File: src/rtl/fetch_queue.sv
// -----------------------------------------------------------------------------
// fetch_queue
//
// Instruction queue on the receiving side of the fetch-to-decode handshake.
// It buffers instruction/PC pairs in a DEPTH-entry circular FIFO and presents
// them to decode in order. A control-flow predecode flag is computed once at
// enqueue and stored with each entry. A flush from branch redirection empties
// the queue in one cycle, so wrong-path instructions never reach decode.
//
// Parameters
//   DEPTH        number of entries (power of two, >= 2)
//   PC_W         PC width
//
// Ports
//   clk          clock, rising edge
//   reset        synchronous, active-high reset
//   flush        discard all entries (priority over push and pop)
//   in_valid     fetch presents in_instr / in_pc
//   in_instr     instruction word from fetch
//   in_pc        PC of in_instr
//   in_ready     queue can accept (registered state only)
//   out_valid    head entry valid
//   out_instr    head instruction
//   out_pc       head PC
//   out_is_ctrl  head is branch / JAL / JALR
//   out_ready    decode consumes the head this cycle
//   count        number of valid entries, 0..DEPTH
// -----------------------------------------------------------------------------
module fetch_queue #(
    parameter int DEPTH = 4,
    parameter int PC_W  = 9
) (
    input  logic                     clk,
    input  logic                     reset,
    input  logic                     flush,
    input  logic                     in_valid,
    input  logic [31:0]              in_instr,
    input  logic [PC_W-1:0]          in_pc,
    output logic                     in_ready,
    output logic                     out_valid,
    output logic [31:0]              out_instr,
    output logic [PC_W-1:0]          out_pc,
    output logic                     out_is_ctrl,
    input  logic                     out_ready,
    output logic [$clog2(DEPTH):0]   count
);

    localparam int PTR_W = $clog2(DEPTH);
    localparam int CNT_W = PTR_W + 1;

    localparam logic [6:0] OPC_BRANCH = 7'b1100011;
    localparam logic [6:0] OPC_JAL    = 7'b1101111;
    localparam logic [6:0] OPC_JALR   = 7'b1100111;

    // Entry storage
    logic [31:0]     instr_q [DEPTH];
    logic [PC_W-1:0] pc_q    [DEPTH];
    logic            ctrl_q  [DEPTH];

    // Pointers and occupancy; pointers wrap naturally modulo DEPTH
    logic [PTR_W-1:0] head_q, head_d;
    logic [PTR_W-1:0] tail_q, tail_d;
    logic [CNT_W-1:0] count_q, count_d;

    logic push;
    logic pop;
    logic in_is_ctrl;

    // Handshake status comes from the count register only, so in_ready has
    // no combinational path from out_ready.
    assign in_ready  = (count_q != CNT_W'(DEPTH));
    assign out_valid = (count_q != '0);
    assign count     = count_q;

    assign push = in_valid  && in_ready  && !flush;
    assign pop  = out_valid && out_ready && !flush;

    assign in_is_ctrl = (in_instr[6:0] == OPC_BRANCH) ||
                        (in_instr[6:0] == OPC_JAL)    ||
                        (in_instr[6:0] == OPC_JALR);

    assign out_instr   = instr_q[head_q];
    assign out_pc      = pc_q[head_q];
    assign out_is_ctrl = ctrl_q[head_q];

    // NOTE: every always_comb output gets a default first; a path that skips
    // an assignment would otherwise infer a latch.
    always_comb begin
        head_d  = head_q;
        tail_d  = tail_q;
        count_d = count_q;
        if (flush) begin
            head_d  = '0;
            tail_d  = '0;
            count_d = '0;
        end else begin
            if (push) tail_d = tail_q + PTR_W'(1);
            if (pop)  head_d = head_q + PTR_W'(1);
            case ({push, pop})
                2'b10:   count_d = count_q + CNT_W'(1);
                2'b01:   count_d = count_q - CNT_W'(1);
                default: count_d = count_q;
            endcase
        end
    end

    // NOTE: sequential state uses non-blocking assignments so every register
    // samples pre-edge values regardless of statement order.
    always_ff @(posedge clk) begin
        if (reset) begin
            head_q  <= '0;
            tail_q  <= '0;
            count_q <= '0;
        end else begin
            head_q  <= head_d;
            tail_q  <= tail_d;
            count_q <= count_d;
        end
    end

    // NOTE: the entry arrays are deliberately not reset; entries are only
    // observable through head/count, which are reset, so clearing the arrays
    // would cost logic for no visible effect.
    always_ff @(posedge clk) begin
        if (push && !reset) begin
            instr_q[tail_q] <= in_instr;
            pc_q[tail_q]    <= in_pc;
            ctrl_q[tail_q]  <= in_is_ctrl;
        end
    end

endmodule
File: config.mk
export PLATFORM = sky130hd
export DESIGN_NAME = fetch_queue
export DESIGN_NICKNAME = d
export VERILOG_FILES = /design/src/rtl/fetch_queue.sv
export SDC_FILE = /design/constraint.sdc
export NUM_CORES = 1
export LEC_CHECK = 0
export CORE_ASPECT_RATIO = 0.8
export CORE_MARGIN = 1
export CORE_UTILIZATION = 25
export DETAILED_ROUTE_END_ITERATION = 10
export DONT_BUFFER_PORTS = 1
export GPL_TIMING_DRIVEN = 0
export HOLD_SLACK_MARGIN = 0.06
export PLACE_DENSITY = 0.46
export SYNTH_ARGS = -nofsm -noshare
export SYNTH_HDL_FRONTEND = slang
export SYNTH_SLANG_ARGS = --single-unit
File: constraint.sdc
create_clock -name clk -period 14 [get_ports clk]
set_input_delay 2.1 -clock clk [delete_from_list [all_inputs] [get_ports clk]]
set_output_delay 2.1 -clock clk [all_outputs]
set_load 0.01 [all_outputs]
==> summary.md <==
| Metric | Value |
|---|---|
| Run status | finished clean |
| Diodes inserted | 0 |
| Iter 0 DRT Violations | 178 |
| Remaining antenna violation count | 0 |
| Max clock buf depth | 2 |
| Wire length after detailed routing | 13030 um |
| Hold WS | 0.5094 ns |
| Clock Sinks | 177 |
| Final min period | 3.926 ns |
| Count of buffers inserted at the top-level ports | 0 |
| Count of endpoints failing setup in the final report | 0 |
| Filler cells | 2465 |
| Setup Total Neg Slack | 0 ns |
| Most numerous cell in the Yosys netlist | sky130_fd_sc_hd__edfxtp_1 |
| Clock tree from TritonCTS | built |
| Transition time of the tightest slew-check pin | 0.9024 ns |
| # hold bufs at CTS | 0 |
| Clock Root Buffer | sky130_fd_sc_hd__clkbuf_16 |
| Cell Rows | 52 |
| Cell family contributing the most delay on the critical path | buffers and inverters |
| Fraction of layout instances using a drive strength above 1 | 31.91% |
| Critical path's slowest cell | sky130_fd_sc_hd__mux4_2 |
| Number of pins exceeding their max-slew limit in the final report | 0 |
| Area of combinational cells with multiple inputs | 1295 um2 |
| Maximum cell stage delay along the critical path | 0.43 ns |
| Post-CTS setup buffer count | 0 |
| Overall via count from detail_route | 2816 |
| Die Area | 27240 um2 |
| FF/Latch Area | 5225 um2 |
| Number of enable-type register cells in the synthesized netlist | 168 |
| Yosys warnings | 0 |
| Sequential element share of the synthesized area | 78.63% |
| Horiz. Die Dim | 184.3 um |
| Worst slew margin relative to its limit | 39.58% |
| Area of the placeable core | 25700 um2 |
| Cell area after synthesis | 6645 um2 |
| Count of maximum capacitance violations | 0 |
| Critical path arrival | 1.83 ns |
| Number of synthesized register bits | 177 |
| DR pass1 iterations | 7 |
| Number of buffers inserted during clock tree synthesis | 17 |
| Starting density of the core | 25.86% |
| Global route total overflow | 0 |
| Kind of start point of the critical path | register |
| Average wire per standard cell | 19.15 um |
| Number of gates resized after CTS | 0 |
| Achievable clock frequency | 254.7 MHz |
| Unrepaired setup endpoints after global routing | no |
| Wire length of the first global-routing pass | 19440 um |
| Leakage power | 2.399 nW |
| Class of the most critical hold timing path | register to register |
| Required arrival time at the worst endpoint | 11.90 ns |
| Largest net degree at the start of global routing | 17 |
| Vias in the first global route | 3074 |
| Detailed-route vias per instance | 4.141 |
| Antenna violations before repair | 0 |
| Later-pin clock latency in the skew report | 0.42 ns |
| Total power divided by cell area | 136.1 nW/um2 |
| Library cells used by synthesis | 26 |
| Crit end category | primary output |
| Async set or reset register ratio after synthesis | 0% |
| Synth top area share | 75.92% |
| Setup Skew | 0.01090 ns |
| Detailed-placement wirelength estimate | 8943 um |
| Most frequent cells after synthesis | sky130_fd_sc_hd__edfxtp_1, sky130_fd_sc_hd__mux4_2, sky130_fd_sc_hd__dfxtp_1 |
| Worst IR Drop VDD | 69.19 uV |
| Cell type contributing the most total cell area after synthesis | sky130_fd_sc_hd__edfxtp_1 |
| Gp weighted congestion | 0.6626 |
| Dominant cells by area after synthesis | sky130_fd_sc_hd__edfxtp_1, sky130_fd_sc_hd__mux4_2, sky130_fd_sc_hd__dfxtp_1 |
| P&R area growth vs syn | 18.66% |
| Number of hold-slack violations in the final timing report | 0 |
| Nets in the synthesized netlist | 332 |
| Synth Area per Inst | 23.73 um2 |
| Ordered list of cells on the worst path | clkbuf_1 > buf_2 > mux4_2 |
| CP bufs+invs | 2 |
| Total Nets Final | 369 |
| DIE HEIGHT | 147.8 um |
| Global-route usage over all layers | 10.22% |
| Critical path class | register to primary output |
| Period utilization | 28.04% |
| Maximum fanout count along the critical path | 10 |
| Primary FF master, synth | sky130_fd_sc_hd__edfxtp_1 |
| Clock-pin slew reported for the worst setup and hold paths after clock tree synthesis | 0.06 ns |
| Top Ports | 93 |
| Gate count after technology mapping | 280 |
| H-Tree Level Count | 4 |
| DRC violations left | 0 |
layout by cell type (no fill, tap or decap):
cell type / n
sky130_fd_sc_hd__nand2_1: 4
sky130_fd_sc_hd__clkinvlp_4: 1
sky130_fd_sc_hd__or2_2: 1
sky130_fd_sc_hd__o21ai_0: 4
sky130_fd_sc_hd__nand4b_1: 1
sky130_fd_sc_hd__mux4_1: 2
sky130_fd_sc_hd__fa_1: 1
sky130_fd_sc_hd__nor3b_2: 4
sky130_fd_sc_hd__nand2b_1: 1
sky130_fd_sc_hd__nand3b_4: 1
sky130_fd_sc_hd__nor2_1: 6
sky130_fd_sc_hd__buf_12: 4
sky130_fd_sc_hd__mux2i_1: 2
sky130_fd_sc_hd__nand3b_1: 1
sky130_fd_sc_hd__clkinv_1: 1
sky130_fd_sc_hd__xor2_1: 2
sky130_fd_sc_hd__clkbuf_16: 17
sky130_fd_sc_hd__inv_8: 2
sky130_fd_sc_hd__inv_6: 4
sky130_fd_sc_hd__clkinv_2: 3
sky130_fd_sc_hd__or3b_4: 1
sky130_fd_sc_hd__bufinv_16: 2
sky130_fd_sc_hd__or3_1: 3
sky130_fd_sc_hd__mux4_2: 40
sky130_fd_sc_hd__edfxtp_1: 168
sky130_fd_sc_hd__buf_6: 19
sky130_fd_sc_hd__ha_1: 5
sky130_fd_sc_hd__clkinv_4: 1
sky130_fd_sc_hd__nor3_2: 1
sky130_fd_sc_hd__buf_2: 4
sky130_fd_sc_hd__inv_1: 7
sky130_fd_sc_hd__dfxtp_1: 9
sky130_fd_sc_hd__a21oi_1: 5
sky130_fd_sc_hd__clkbuf_1: 2
per-stage QoR:
| step | std cells | cell area [um2] | total power [mW] | utilization (%) | setup slack (ns) |
|---|---|---|---|---|---|
| 2_1_floorplan | 280 | 6645 | 0.6098 | - | 8.064 |
| 3_3_place_gp | 631 | 7084 | 0.6144 | 27.57 | 4.643 |
| 3_5_place_dp | 649 | 7307 | 0.6154 | 28.43 | 9.828 |
| 4_1_cts | 680 | 7885 | 1.092 | 30.68 | 9.938 |
| 5_1_grt | 680 | 7885 | 1.112 | 30.68 | 9.893 |
| 6_report | 680 | 7885 | 1.073 | 30.68 | 10.07 |
metal layers:
layer | up-vias | track usage (%) | share of wire (%)
met3 | 8 | 4.435 | 7.1
met5 | - | 0 | 0
met1 | 1497 | 12.87 | 45
met4 | 0 | 3.875 | 1.2
li1 | 1238 | - | -
met2 | 73 | 15.51 | 47
logic make-up (layout without fill, tap and decap cells):
logic type / count (synthesis) / after routing / share of synthesized area (%)
AOI/OAI and AO/OA: 9 / 9 / 0.6778
xor gates and xnor gates: 2 / 2 / 0.2637
adders and majority gates: 6 / 6 / 1.243
buffers and inverters: 18 / 67 / 2.184
DFF: 177 / 177 / 78.63
muxes: 44 / 44 / 14.65
and+or+nand+nor: 24 / 24 / 2.354
final timing paths:
check | startpoint | slack (ns) | endpoint | depth (start not counted)
max | register | 10.07 | out_instr[10] | 3
min | head_q[1] | 0.51 | head_q[1] | 2
max reg2reg | count[0] | 11.42 | instr_q[1][17] | 6
min reg2reg | head_q[1] | 0.51 | head_q[1] | 2
registers in the layout (all words and copies together) (netlist names), named ones only:
signal	cells
pc_q	36
ctrl_q	4
head_q	2
tail_q	2
count	3
instr_q	128
where the power goes:
group          internal [mW]  switching, mW  leakage (nW)  total [mW]
logic                0.00743         0.0103         0.522      0.0178
registers              0.584        0.00135          1.59       0.585
clock network          0.265          0.205         0.286       0.470
worst min-delay path, cell delays in order (launching register included):
cell	delay, ns
sky130_fd_sc_hd__dfxtp_1	0.31
sky130_fd_sc_hd__o21ai_0	0.07
sky130_fd_sc_hd__a21oi_1	0.08
final cells by class:
| cell class | instances | share of cell area, % |
|---|---|---|
| clock inverters | 14 | 1.936 |
| inverters | 7 | 0.3332 |
| multi-input cells | 85 | 16.42 |
| plain buffers | 11 | 1.507 |
| flip-flops and latches | 177 | 66.26 |
| repair buffers | 18 | 2.571 |
| well taps | 351 | 5.570 |
| clock buffers | 17 | 5.395 |
Note: power is estimated with default switching activity, not from simulation.
